`config.mk`:
```
export PLATFORM = sky130hd
export DESIGN_NAME = countdown_timer_flat
export DESIGN_NICKNAME = d
export VERILOG_FILES = /design/src/rtl/counter_pkg.sv /design/src/rtl/countdown_timer_if.sv /design/src/rtl/basic_decrement.sv /design/src/rtl/countdown_timer.sv /design/src/flat_wrapper.sv
export SDC_FILE = /design/constraint.sdc
export NUM_CORES = 1
export LEC_CHECK = 0
export BUFFER_PORTS_ARGS = -buffer_cell sky130_fd_sc_hd__buf_2
export CAP_MARGIN = 20
export CORE_MARGIN = 4
export CORE_UTILIZATION = 51
export CTS_CLUSTER_SIZE = 25
export DETAILED_ROUTE_END_ITERATION = 12
export PLACE_DENSITY = 0.84
export SYNTH_ARGS = -nofsm -noshare
export SYNTH_HDL_FRONTEND = slang
export SYNTH_SLANG_ARGS = --single-unit
```
`constraint.sdc`:
```
create_clock -name clk -period 2.9 [get_ports clk]
set_input_delay 0.87 -clock clk [delete_from_list [all_inputs] [get_ports clk]]
set_output_delay 0.87 -clock clk [all_outputs]
set_load 0.05 [all_outputs]
```
`src/rtl/counter_pkg.sv`:
```
// Shared timer definitions: default counter width and the timer state encoding.
package counter_pkg;
  localparam int WIDTH_DEF = 16;

  typedef enum logic [1:0] {
    IDLE    = 2'd0,
    RUN     = 2'd1,
    EXPIRED = 2'd2
  } timer_state_t;
endpackage

```
`src/rtl/countdown_timer_if.sv`:
```
// Control/status bundle of the countdown timer; master drives controls, slave is the timer.
interface countdown_timer_if
  import counter_pkg::*;
#(
  parameter int WIDTH = WIDTH_DEF
);
  logic             st;
  logic [WIDTH-1:0] X;
  logic             start;
  logic             stop;
  logic             tick;
  logic [WIDTH-1:0] out;
  logic             busy;
  logic             done;

  modport master (output st, X, start, stop, tick, input out, busy, done);
  modport slave  (input st, X, start, stop, tick, output out, busy, done);
endinterface

```
`src/rtl/basic_decrement.sv`:
```
// Combinational in-1 over WIDTH bits; counterpart of the program-counter incrementer.
module basic_decrement #(
  parameter int WIDTH = 16
) (
  input  logic [WIDTH-1:0] i_in,
  output logic [WIDTH-1:0] o_out
);
  assign o_out = i_in - WIDTH'(1);
endmodule

```
`src/rtl/countdown_timer.sv`:
```
// Loadable falling-edge down-counter with run/stop, registered expiry pulse and held reload value.
// Optional macro TIMER_AUTORELOAD_EN: on expiry reload the count and keep running (periodic mode).
module countdown_timer
  import counter_pkg::*;
#(
  parameter int WIDTH = WIDTH_DEF
) (
  input  logic         clk,
  input  logic         rst_n,
  countdown_timer_if.slave bus
);
  timer_state_t     r_state;
  logic [WIDTH-1:0] r_count;
  logic [WIDTH-1:0] r_reload;
  logic             r_done;

  timer_state_t     w_state_nxt;
  logic [WIDTH-1:0] w_count_nxt;
  logic [WIDTH-1:0] w_reload_nxt;
  logic             w_done_nxt;
  logic [WIDTH-1:0] w_count_dec;

  basic_decrement #(.WIDTH(WIDTH)) u_dec (
    .i_in  (r_count),
    .o_out (w_count_dec)
  );

  // The whole machine shares the falling edge with the register file and PC.
  always_ff @(negedge clk or negedge rst_n) begin
    if (!rst_n) begin
      r_state  <= IDLE;
      r_count  <= '0;
      r_reload <= '0;
      r_done   <= 1'b0;
    end else begin
      r_state  <= w_state_nxt;
      r_count  <= w_count_nxt;
      r_reload <= w_reload_nxt;
      r_done   <= w_done_nxt;
    end
  end

  always_comb begin
    w_state_nxt  = r_state;
    w_count_nxt  = r_count;
    w_reload_nxt = r_reload;
    w_done_nxt   = 1'b0;
    if (bus.st) begin
      w_count_nxt  = bus.X;
      w_reload_nxt = bus.X;
      w_state_nxt  = IDLE;
    end else begin
      unique case (r_state)
        IDLE: begin
          if (!bus.stop && bus.start) begin
            if (r_count != '0) begin
              w_state_nxt = RUN;
            end else begin
              w_done_nxt  = 1'b1;
              w_state_nxt = EXPIRED;
            end
          end
        end
        RUN: begin
          // start has no effect while running, so tick is the next arbiter.
          if (bus.stop) begin
            w_state_nxt = IDLE;
          end else if (bus.tick) begin
            if (r_count == WIDTH'(1)) begin
              w_done_nxt = 1'b1;
`ifdef TIMER_AUTORELOAD_EN
              w_count_nxt = r_reload;
`else
              w_count_nxt = '0;
              w_state_nxt = EXPIRED;
`endif
            end else if (r_count != '0) begin
              w_count_nxt = w_count_dec;
            end
          end
        end
        EXPIRED: begin
          if (bus.stop) begin
            w_state_nxt = IDLE;
          end else if (bus.start) begin
            w_count_nxt = r_reload;
            if (r_reload != '0) begin
              w_state_nxt = RUN;
            end else begin
              w_done_nxt = 1'b1;
            end
          end
        end
        default: w_state_nxt = IDLE;
      endcase
    end
  end

  always_comb begin
    bus.out  = r_count;
    bus.busy = (r_state == RUN);
    bus.done = r_done;
  end
endmodule
```
`src/flat_wrapper.sv`:
```
// flat-port wrapper written by rule: the top's interface ports become plain ports
module countdown_timer_flat import counter_pkg::*;
#(
  parameter int WIDTH = WIDTH_DEF
)
  (clk, rst_n, bus_st, bus_X, bus_start, bus_stop, bus_tick, bus_out, bus_busy, bus_done);
  countdown_timer_if #(.WIDTH(WIDTH)) bus_i ();
  input  logic clk;
  input  logic rst_n;
  input wire logic [$bits(bus_i.st)-1:0] bus_st;
  input wire logic [$bits(bus_i.X)-1:0] bus_X;
  input wire logic [$bits(bus_i.start)-1:0] bus_start;
  input wire logic [$bits(bus_i.stop)-1:0] bus_stop;
  input wire logic [$bits(bus_i.tick)-1:0] bus_tick;
  output wire logic [$bits(bus_i.out)-1:0] bus_out;
  output wire logic [$bits(bus_i.busy)-1:0] bus_busy;
  output wire logic [$bits(bus_i.done)-1:0] bus_done;
  assign bus_i.st = bus_st;
  assign bus_i.X = bus_X;
  assign bus_i.start = bus_start;
  assign bus_i.stop = bus_stop;
  assign bus_i.tick = bus_tick;
  assign bus_out = bus_i.out;
  assign bus_busy = bus_i.busy;
  assign bus_done = bus_i.done;
  countdown_timer #(.WIDTH(WIDTH)) u_core (.clk(clk), .rst_n(rst_n), .bus(bus_i));
endmodule
```
# --- Word-level counts from Yosys, hierarchy flattened ---
# Index checks and enable logic that the tools add are counted.
op_classes:
  reduce_logical: 8
  n_shift: 0
  n_bitwise: 0
  magnitude_cmp: 0
  multipliers: 0
  div_mod_pow: 0
  n_mux: 28
  eq_ne: 13
  n_addsub: 1
op_table:
  columns: ["cell", "count"]
  rows:
  - ["16-bit two-way mux", 7]
  - ["16-bit one-hot mux with 2 select lines", 1]
  - ["16-bit nonzero test", 2]
  - ["2-bit two-way mux", 9]
  - ["16-bit by 1-bit equality test with 1-bit output, second input constant", 1]
  - ["16-bit by 1-bit subtractor with 16-bit output, second input constant", 1]
  - ["3-bit != test, second input constant", 4]
  - ["1-bit two-way mux", 9]
  - ["4-bit by 3-bit != test with 1-bit output, second input constant", 2]
  - ["4-bit != test, second input constant", 2]
  - ["2-bit one-hot mux with 3 select lines", 1]
  - ["6-bit AND reduction", 1]
  - ["5-bit AND reduction", 1]
  - ["4-bit by 2-bit != test with 1-bit output, second input constant", 1]
  - ["3-bit by 2-bit != test with 1-bit output, second input constant", 1]
  - ["1-bit one-hot mux with 3 select lines", 1]
  - ["3-bit nonzero test", 1]
  - ["2-bit by 1-bit equality test with 1-bit output, second input constant", 1]
  - ["2-bit equality test, second input constant", 1]
  - ["2-bit zero test", 1]
  - ["1-bit logical AND", 1]
  - ["1-bit zero test", 1]
totals:
  latch_bits: 0
  out_inout_bits: 18
  word_cells: 54
  mem_bits_ro: 0
  mem_bits_rw: 0
  ff_bits: 35
  mem_count: 0
  input_bits: 22

# --- Longest topological paths before layout ---
# Gate-level depths: netlist of the first run.
logic_depth:
  word_depth: 7
  depth_mapped: 8
  depth_no_buf: 7

# --- Cells and area by module ---
# A second synthesis of the first run with hierarchy kept.
hier_totals:
  hier_cells: 194
  hier_area_um2: 2030.7
modules_own_cells:
  columns: ["module", "area_per_inst_um2", "n_inst", "seq_area_each_um2", "cells_per_inst"]
  rows:
  - ["countdown_timer", 1760.4, 1, 875.8, 154]
  - ["basic_decrement", 270.3, 1, 0.0, 40]

==> flow_summary_export.csv, run 1 <==
group,metric,value,unit
critical_path,r2r_start,"u_core.bus.out[0]",
min_path,hold_class,"reg2reg",
placement,routabilityCongestion,0.8832,
critical_path,path_class,"in2reg",
floorplan,fp.dieH,72.14,um
critical_path,crit_fanout,7,
cells_and_area,stdcell_count,364,
clocking,clk_latency,300,ps
critical_path,cp.required,1600,ps
clocking,cts.sinks,35,
synthesis,synth_edf_count,0,
sta,setup_violations,34,
grt,track_usage,30.25,%
sta,setup_ws,-501.1,ps
run_status,outcome,"finished, violations left",
clocking,cts_tree,"built",
min_path,whs_path_depth,1,
floorplan,start_util,52.46,%
cells_and_area,fillers,193,
sta,rsz0062_at_grt,"yes",
cells_and_area,final_nets,338,
synthesis,netlist_top_cells_count,"dfrtn_1, inv_1, o21ai_0",
floorplan,die-area,0.005204,mm2
detailed_routing,avgRoutedWirePerCell,23.17,um
placement,numPortBuffers,39,
grt,grt_max_degree,36,
floorplan,rows,23,
power_and_ir_drop,fin_total_pwr,1776,uW
critical_path,timing.rr.end,"u_core.bus.out[6]",
min_path,worstHoldEndpoint,"u_core.r_reload[9]",
synthesis,syn_inst,220,
synthesis,synth_async_sr_flop_share,100.0,%
cells_and_area,drive_gt1_share,49.68,%
critical_path,start_kind,"input port",
grt,antenna_found_initial,0,
clocking,cts_made_buffers,5,
synthesis,ys_warn_count,0,
sta,hold_viol_final,0,
detailed_routing,drtIter0Drc,395,
clocking,clk_pin_slew,50,ps
grt,gr-total-overflow,0,
clocking,htree_num_levels,2,
critical_path,r2r_slack,-90,ps
synthesis,synth_nets,245,
clocking,clockBufferDepth,2,
critical_path,end_kind,"register",
detailed_routing,viasPerCell,6.761,
synthesis,yosys.area.top_type_share,41.74,%
sta,finalSetupTns,-13030,ps
placement,hpwlAfterDp,4247,um
power_and_ir_drop,power_density,533.0,mW/mm2
run,drv_cap,0,
clocking,holdBufCountCts,0,
synthesis,synthTopCellsByArea,"dfrtn_1, mux2_2, o21ai_0",
sta,slew_violations,0,
synthesis,ys_types,49,
synthesis,ys_ff_latch,35,
critical_path,cp.arrival,2100,ps
cells_and_area,syn_to_final_growth,58.86,%
synthesis,yosysMostFrequentCell,"dfrtn_1",
detailed_routing,vias,2461,
synthesis,synth_area_leader_cell,"dfrtn_1",
floorplan,io_pins,40,
detailed_routing,drt_first_pass_iters,8,
cells_and_area,design_area,0.003333,mm2
synthesis,synth-main-ff-cell,"dfrtn_1",
synthesis,syn_area,0.002098,mm2
sta,max-slew-margin-rel,40.15,%
detailed_routing,wirelength,8433,um
power_and_ir_drop,ir_drop,0.4029,mV
placement,placed_cell_area,0.002704,mm2
min_path,hp-start,"u_core.r_reload[9]",
synthesis,ys_seq_area_share,41.74,%
run_status,violations,"negative setup slack",
sta,tightest_slew,890.3,ps
floorplan,core_area,0.004000,mm2
sta,fin_worst_skew,3.462,ps
placement,place_inst,336,
grt,first_global_vias,2425,
detailed_routing,drtAntennaViolNets,0,
clocking,cts-root-buf,"clkbuf_8",
synthesis,avgSynthCellArea,9.538,um2
floorplan,die_width,72.14,um
detailed_routing,drc,0,
power_and_ir_drop,leakage,0.001502,uW
critical_path,reg2regPathDepth,9,
grt,grt_pass1_wl,12020,um
cells_and_area,antenna_cells,0,
cell families (layout without fill, tap and decap cells):
| kind of cell | Yosys count | after routing | share of synthesized area (%) |
|---|---|---|---|
| compound gates | 68 | 69 | 22.54 |
| fa+ha+maj | 3 | 3 | 1.789 |
| buf+inv | 31 | 124 | 6.380 |
| flops | 35 | 35 | 41.74 |
| mux | 10 | 10 | 5.367 |
| simple gates | 73 | 73 | 22.18 |
power by group:
group          switching, uW  internal, uW  total (uW)
Clock                    183           169         352
Combinational            469           347         815
Sequential              52.7           557         610
Total                    704          1070        1780
worst max-delay path: stages:
cell and delay, ps:
buf_6 70, nand3b_1 160, a21oi_4 310, a2bb2oi_4 320, o21ai_1 130, a22o_1 230
metal layers:
layer | GRT usage (%) | wire, um
met1 | 36.77 | 3086
met2 | 48.84 | 3971
met3 | 6.787 | 791
met4 | 18.16 | 583
met5 | 0 | 0
timing repair:
item / in CTS / in global routing
cloned: 2 / 0
gates resized for setup: 78 / 18
setup endpoints to repair: 46 / 40
setup buffers: 8 / 11
pin swaps: 15 / 8
worst max-delay path by stage:
stage                                  from                 end  cells past startpoint
after floorplan                   bus_start   u_core.bus.out[0]                      4
after global placement            bus_start   u_core.bus.out[5]                      6
after detailed placement          bus_start   u_core.bus.out[5]                      6
after CTS                 u_core.r_state[0]            bus_busy                      3
after global routing               bus_tick  u_core.bus.out[11]                      6
final                             bus_start  u_core.bus.out[11]                      6
cells in the final DEF (no fill, tap or decap), types with 3 or more instances in the layout:
| cell type | count |
|---|---|
| a21oi_2 | 3 |
| a21oi_4 | 3 |
| a221oi_1 | 3 |
| a22o_1 | 7 |
| a31oi_1 | 3 |
| buf_12 | 5 |
| buf_2 | 18 |
| buf_4 | 44 |
| buf_6 | 28 |
| clkbuf_8 | 5 |
| dfrtn_1 | 35 |
| ha_1 | 3 |
| inv_1 | 17 |
| mux2_4 | 10 |
| nand2_1 | 14 |
| nand2b_1 | 4 |
| nand3b_1 | 3 |
| nor2_1 | 9 |
| nor3_1 | 6 |
| nor4_1 | 7 |
| nor4_2 | 3 |
| o21ai_0 | 5 |
| o21ai_1 | 10 |
| o21ai_2 | 5 |
| o22ai_1 | 3 |
| o2bb2ai_1 | 7 |
| or4_1 | 3 |
per-stage QoR:
step                setup slack (ps)  utilization [%]  hold slack, ps
global route                  -545.1            83.33           516.4
floorplan                     -412.9                -           460.2
global placement              -740.5            67.59           489.0
finish                        -501.1            83.33           510.2
detailed placement            -762.4            67.59           488.6
CTS                           -451.3            79.29           493.0
registers in the layout, indices dropped and copies added, names as in the netlist:
name and count:
u_core.r_reload 16, u_core.bus.done 1, u_core.bus.out 16, u_core.r_state 2
area by class of cell:
| cell class | count | area, um2 | area share [%] |
|---|---|---|---|
| Clock buffer | 7 | 76.32 | 2.290 |
| Clock inverter | 1 | 5.005 | 0.1502 |
| Inverter | 18 | 67.56 | 2.027 |
| Multi-Input combinational cell | 155 | 1353 | 40.58 |
| Sequential cell | 35 | 875.8 | 26.28 |
| Tap cell | 50 | 62.56 | 1.877 |
| Timing Repair Buffer | 98 | 893.4 | 26.80 |
(Power assumes the default switching activity.)
==> run 2, diff against run 1 <==
--- a/config.mk
+++ b/config.mk
@@ -11,7 +11,8 @@
 export CORE_UTILIZATION = 51
 export CTS_CLUSTER_SIZE = 25
 export DETAILED_ROUTE_END_ITERATION = 12
-export PLACE_DENSITY = 0.84
+export PLACE_DENSITY = 0.85
 export SYNTH_ARGS = -nofsm -noshare
 export SYNTH_HDL_FRONTEND = slang
+export SYNTH_HIERARCHICAL = 1
 export SYNTH_SLANG_ARGS = --single-unit
==> constraint.sdc (replaced) <==
create_clock -name clk -period 3.5 [get_ports clk]
set_input_delay 1.05 -clock clk [delete_from_list [all_inputs] [get_ports clk]]
set_output_delay 1.05 -clock clk [all_outputs]
set_load 0.05 [all_outputs]
==> run 2 against run 1 <==
Power up 12%; sequential power fell by 7.2%; largest cell class unchanged; largest power group unchanged; critical endpoint is now bus_busy; routed wire length is 22% lower; the run still ends with negative setup slack left; worst setup slack improved by 150 ps; synthesized cell count shrank 12%.
==> flow_summary_export.csv, run 2 <==
group,metric,value,unit
floorplan,die_width,71.10,um
power_and_ir_drop,ir_drop,0.5153,mV
cells_and_area,syn_to_final_growth,46.21,%
cells_and_area,antenna_cells,0,
placement,pre_cts_ws,-493.4,ps
min_path,hold_class,"reg2reg",
critical_path,start_kind,"register",
placement,numPortBuffers,39,
floorplan,core_area,0.003744,mm2
run_status,violations,"negative setup slack",
sta,setup_ws,-350.6,ps
detailed_routing,viasPerCell,6.245,
clocking,cts_made_buffers,5,
cells_and_area,multi_input_area,0.001131,mm2
clocking,clockBufferDepth,2,
clocking,clk_latency,290,ps
clocking,cts_tree,"built",
power_and_ir_drop,leakage,0.001435,uW
cells_and_area,fillers,225,
synthesis,synth_async_sr_flop_share,100.0,%
synthesis,yosys.area.top_type_share,43.13,%
synthesis,synth_edf_count,0,
detailed_routing,drtIter0Drc,290,
clocking,htree_num_levels,2,
sta,max-slew-margin-rel,29.13,%
grt,grt_max_degree,36,
cells_and_area,design_area,0.002969,mm2
synthesis,ys_seq_area_share,43.13,%
sta,slew_violations,0,
synthesis,avgSynthCellArea,10.47,um2
critical_path,cp_slowest_stage_delay,410,ps
sta,rsz0062_at_grt,"yes",
synthesis,yosysMostFrequentCell,"dfrtn_1",
run,drv_cap,0,
run_status,outcome,"finished, violations left",
power_and_ir_drop,power_density,669.4,mW/mm2
power_and_ir_drop,fin_total_pwr,1988,uW
detailed_routing,avgRoutedWirePerCell,20.25,um
cells_and_area,layout_common_cells,"buf_4, dfrtn_1, buf_6",
detailed_routing,drtAntennaViolNets,0,
floorplan,rows,22,
detailed_routing,drc,0,
grt,gr-total-overflow,0,
floorplan,die-area,0.005055,mm2
placement,hpwlAfterDp,3796,um
synthesis,netlist_top_cells_count,"dfrtn_1, inv_1, a222oi_1, mux2i_1, nand2_1",
grt,antenna_found_initial,0,
floorplan,start_util,54.24,%
placement,placed_cell_area,0.002560,mm2
cells_and_area,ff_latch_area,875.8,um2
cells_and_area,final_common_cell,"buf_4",
synthesis,ys_ff_latch,35,
critical_path,critPathTopFamily,"flip-flops",
cells_and_area,stdcell_count,326,
cells_and_area,drive_gt1_share,44.60,%
placement,place_inst,310,
critical_path,cp_cell_sequence,"and2b_4 > buf_8",
sta,setup_violations,35,
critical_path,path_class,"reg2out",
placement,routabilityCongestion,0.8548,
synthesis,syn_inst,194,
detailed_routing,vias,2036,
clocking,holdBufCountCts,0,
cells_and_area,final_nets,300,
sta,fin_worst_skew,6.445,ps
critical_path,end_kind,"output port",
critical_path,critPathBufInv,1,
synthesis,synth_nets,217,
detailed_routing,drt_first_pass_iters,9,
synthesis,synth_area_leader_cell,"dfrtn_1",
synthesis,synthTopCellsByArea,"dfrtn_1, a222oi_1, mux2i_1",
grt,track_usage,25.92,%
synthesis,syn_area,0.002031,mm2
sta,hold_viol_final,0,
synthesis,synth-main-ff-cell,"dfrtn_1",
critical_path,critPathSlowestCell,"dfrtn_1",
grt,first_global_vias,2015,
critical_path,cp.required,2450,ps
synthesis,ys_types,37,
critical_path,crit_fanout,2,
grt,grt_pass1_wl,10060,um
synthesis,ys_warn_count,6,
floorplan,io_pins,40,
clocking,cts-root-buf,"clkbuf_8",
clocking,cts.sinks,35,
sta,tightest_slew,1061,ps
critical_path,cp.arrival,2800,ps
floorplan,fp.dieH,71.10,um
detailed_routing,wirelength,6602,um
clocking,clk_pin_slew,50,ps
-- run 2: logic make-up after synthesis --
kind of cell,Yosys count,share of synthesized area [%]
flip-flops,35,43.13
AND/OR/NAND/NOR,57,16.70
AO/OA/AOI/OAI,33,14.66
buffers and inverters,29,5.854
XOR/XNOR,13,5.607
multiplexers,26,13.43
adder cells (fa/ha/maj),1,0.6160
-- run 2: metal layers --
metal	routed length, um	up-vias	track usage, %
met3	516	33	4.972
li1	-	890	-
met4	267	0	11.90
met5	0	-	0
met2	3282	140	43.25
met1	2535	973	32.46
-- run 2: final cells by class --
| class | count | share of cell area [%] |
|---|---|---|
| timing repair buffer | 83 | 24.36 |
| sequential | 35 | 29.50 |
| clock buffer | 8 | 3.371 |
| multi-input combinational | 131 | 38.10 |
| tap | 48 | 2.023 |
| inverter | 21 | 2.655 |
-- run 2: metrics by stage --
step	hold WS, ps	TNS, ps	utilization [%]
after CTS	486.2	-3868	77.21
after floorplan	455.7	-5918	-
final	497.3	-4939	79.31
after global routing	509.9	-5723	79.31
after global placement	474.6	-8837	68.38
after detailed placement	487.3	-10060	68.38
-- run 2: final timing paths --
path	startpoint	end	slack [ps]	cells past startpoint
min in group asynchronous	rst_n	u_core/r_reload[1]	2340	2
min	u_core/r_reload[7]	u_core/r_reload[7]	500	1
max reg2reg	u_core/r_state[1]	u_core/bus.out[6]	940	6
min reg2reg	u_core/r_reload[7]	u_core/r_reload[7]	500	1
max in group asynchronous	rst_n	u_core/bus.done	940	2
max	u_core/r_state[1]	bus_busy	-350	2
-- run 2: repair_timing --
action | in CTS | in global routing
hold endpoints to repair | 0 | 0
buffers inserted | 2 | 4
cloned | 2 | 0
pin swaps | 5 | 6
endpoints found under the setup margin | 36 | 36
resized for setup | 60 | 10
-- run 2: power by group --
| part | internal, uW | switching [uW] |
|---|---|---|
| clock network | 180 | 148 |
| registers | 499 | 67.7 |
| logic | 451 | 642 |
-- run 2: worst register-to-register path, cell delays in order (launching register included) --
cell and delay, ps:
dfrtn_1 410, buf_4 160, nor2b_1 840, a22oi_2 220, o31ai_4 440, buf_6 220, mux2i_1 100
==> run 3, diff against run 2 <==
--- a/config.mk
+++ b/config.mk
@@ -11,8 +11,9 @@
 export CORE_UTILIZATION = 51
 export CTS_CLUSTER_SIZE = 25
 export DETAILED_ROUTE_END_ITERATION = 12
-export PLACE_DENSITY = 0.85
+export GPL_TIMING_DRIVEN = 0
+export PLACE_DENSITY = 0.84
+export SLEW_MARGIN = 20
 export SYNTH_ARGS = -nofsm -noshare
 export SYNTH_HDL_FRONTEND = slang
-export SYNTH_HIERARCHICAL = 1
 export SYNTH_SLANG_ARGS = --single-unit
==> run 3 against run 2 <==
The flow still finishes with violations (negative setup slack); worst setup slack better by 6.4 ps; non-clock buffer count increased by 10; critical path type unchanged; worst hold slack improved by 7.5 ps; first-iteration DRC count increased by 47%; cell area rose by 9.8%; sequential share of layout area decreased by 2.6 points; via count rose by 23%; largest cell class unchanged.
==> flow_summary_export.csv, run 3 (synthesis results as in run 1) <==
group,metric,value,unit
placement,numPortBuffers,39,
grt,grt_max_degree,36,
critical_path,cp_slowest_stage_delay,430,ps
clocking,cts_made_buffers,5,
cells_and_area,design_area,0.003259,mm2
sta,fin_worst_skew,6.528,ps
detailed_routing,wirelength,8487,um
cells_and_area,final_nets,332,
detailed_routing,vias,2500,
grt,first_global_vias,2369,
sta,rsz0062_at_grt,"yes",
grt,track_usage,30.77,%
detailed_routing,viasPerCell,7.003,
min_path,whs_path_depth,1,
critical_path,critPathSlowestCell,"dfrtn_1",
run_status,outcome,"finished, violations left",
floorplan,rows,23,
power_and_ir_drop,seqPwrFrac,33.4,%
sta,setup_violations,36,
critical_path,end_kind,"output port",
cells_and_area,fin_util,81.48,%
floorplan,core_area,0.004000,mm2
clocking,cts_tree,"built",
clocking,clk_pin_slew,50,ps
detailed_routing,drtAntennaViolNets,0,
power_and_ir_drop,combPwrFrac,42.7,%
power_and_ir_drop,p_int,940.8,uW
sta,whs,504.7,ps
detailed_routing,avgRoutedWirePerCell,23.77,um
clocking,holdBufCountCts,0,
critical_path,start_kind,"register",
clocking,clk_latency,300,ps
placement,place_inst,309,
sta,hold_viol_final,0,
floorplan,io_pins,40,
cells_and_area,fillers,210,
power_and_ir_drop,leakage,0.001474,uW
cells_and_area,syn_to_final_growth,55.34,%
critical_path,crit_fanout,2,
cells_and_area,drive_gt1_share,47.23,%
placement,placed_cell_area,0.002507,mm2
sta,tightest_slew,823.9,ps
detailed_routing,drtIter0Drc,426,
critical_path,path_class,"reg2out",
cells_and_area,antenna_cells,0,
detailed_routing,drt_first_pass_iters,5,
placement,routabilityCongestion,0.9032,
clocking,cts.sinks,35,
power_and_ir_drop,swShare,38.13,%
power_and_ir_drop,power_density,466.5,mW/mm2
min_path,hold_class,"reg2reg",
power_and_ir_drop,power.switching,579.8,uW
placement,hpwlAfterDp,4137,um
power_and_ir_drop,clkPwrFrac,23.9,%
floorplan,die_width,72.14,um
cells_and_area,layout_common_cells,"dfrtn_1, buf_4, buf_6",
detailed_routing,met1_length,3008,um
detailed_routing,wl_met2,3938,um
run_status,violations,"negative setup slack",
critical_path,cp_cell_sequence,"nand2b_4 > inv_2 > buf_6",
floorplan,start_util,52.46,%
sta,max-slew-margin-rel,45.08,%
critical_path,cp.arrival,2790,ps
grt,antenna_found_initial,0,
critical_path,cp.required,2450,ps
cells_and_area,stdcell_count,357,
detailed_routing,top_layer_used,"met4",
detailed_routing,drc,0,
clocking,clockBufferDepth,2,
run,drv_cap,0,
floorplan,fp.dieH,72.14,um
cells_and_area,final_common_cell,"dfrtn_1",
sta,setup_ws,-344.2,ps
grt,gr-total-overflow,0,
cells_and_area,ff_latch_area,875.8,um2
sta,slew_violations,0,
clocking,htree_num_levels,2,
placement,pre_cts_ws,-628.3,ps
critical_path,reg2regPathDepth,9,
clocking,cts-root-buf,"clkbuf_8",
floorplan,die-area,0.005204,mm2
cells_and_area,multi_input_area,0.001299,mm2
grt,grt_pass1_wl,12250,um
detailed_routing,wl_met3,1128,um
power_and_ir_drop,ir_drop,0.3477,mV
run 3: cell types whose count changed in the layout (fill, tap and decap cells not counted), moves of 7 or more:
cell and change:
o21ai_0 +10, a22o_1 +7, mux2i_1 -12, mux2_4 +10, a222oi_1 -15, mux2_2 -10
xor2_1 -10
run 3: worst paths after layout:
kind,end,slack (ps),startpoint
min in group asynchronous,u_core.r_reload[15],2480,rst_n
max in group asynchronous,u_core.bus.out[14],470,rst_n
hold / removal,u_core.r_reload[14],500,u_core.r_reload[14]
setup reg to reg,u_core.bus.out[14],620,u_core.bus.out[1]
setup / recovery,bus_busy,-340,u_core.r_state[1]
hold reg to reg,u_core.r_reload[14],500,u_core.r_reload[14]
run 3: critical path, delay by kind of cell (launching register included):
family	cells	cell delay [ps]
buffers and inverters	2	170
DFF	1	430
and+or+nand+nor	1	140
run 3: routing by layer:
layer | track usage [%] | up-vias
li1 | - | 1003
met1 | 39.45 | 1187
met2 | 50.56 | 252
met3 | 6.648 | 58
met4 | 12.32 | 0
met5 | 0 | -
run 3: power groups by stage:
stage | Combinational (uW) | Clock (uW) | Sequential (uW)
finish | 650 | 363 | 508
global route | 671 | 377 | 511
CTS | 581 | 357 | 501
detailed placement | 419 | 0 | 533
global placement | 414 | 0 | 529
floorplan | 204 | 0 | 632
run 3: metrics by stage:
step                      setup TNS, ps  power [uW]
after global placement           -13430       943.7
after detailed placement         -14130       951.9
final                             -8286        1521
after floorplan                   -4330       835.6
after global routing              -9306        1560
after CTS                         -5649        1439
run 3: layout make-up:
type	count	share of cell area [%]
Buffer	13	4.645
Inverter	18	2.073
Clock inverter	1	0.9213
Multi-Input combinational cell	154	39.85
Sequential cell	35	26.87
Tap cell	50	1.919
Timing Repair Buffer	80	21.50
Clock buffer	6	2.226
run 3: repair_timing:
action / in CTS / in global routing
setup buffers: 27 / 10
cloned: 4 / 0
setup endpoints to repair: 43 / 34
resized for setup: 73 / 12
pin swaps: 15 / 8
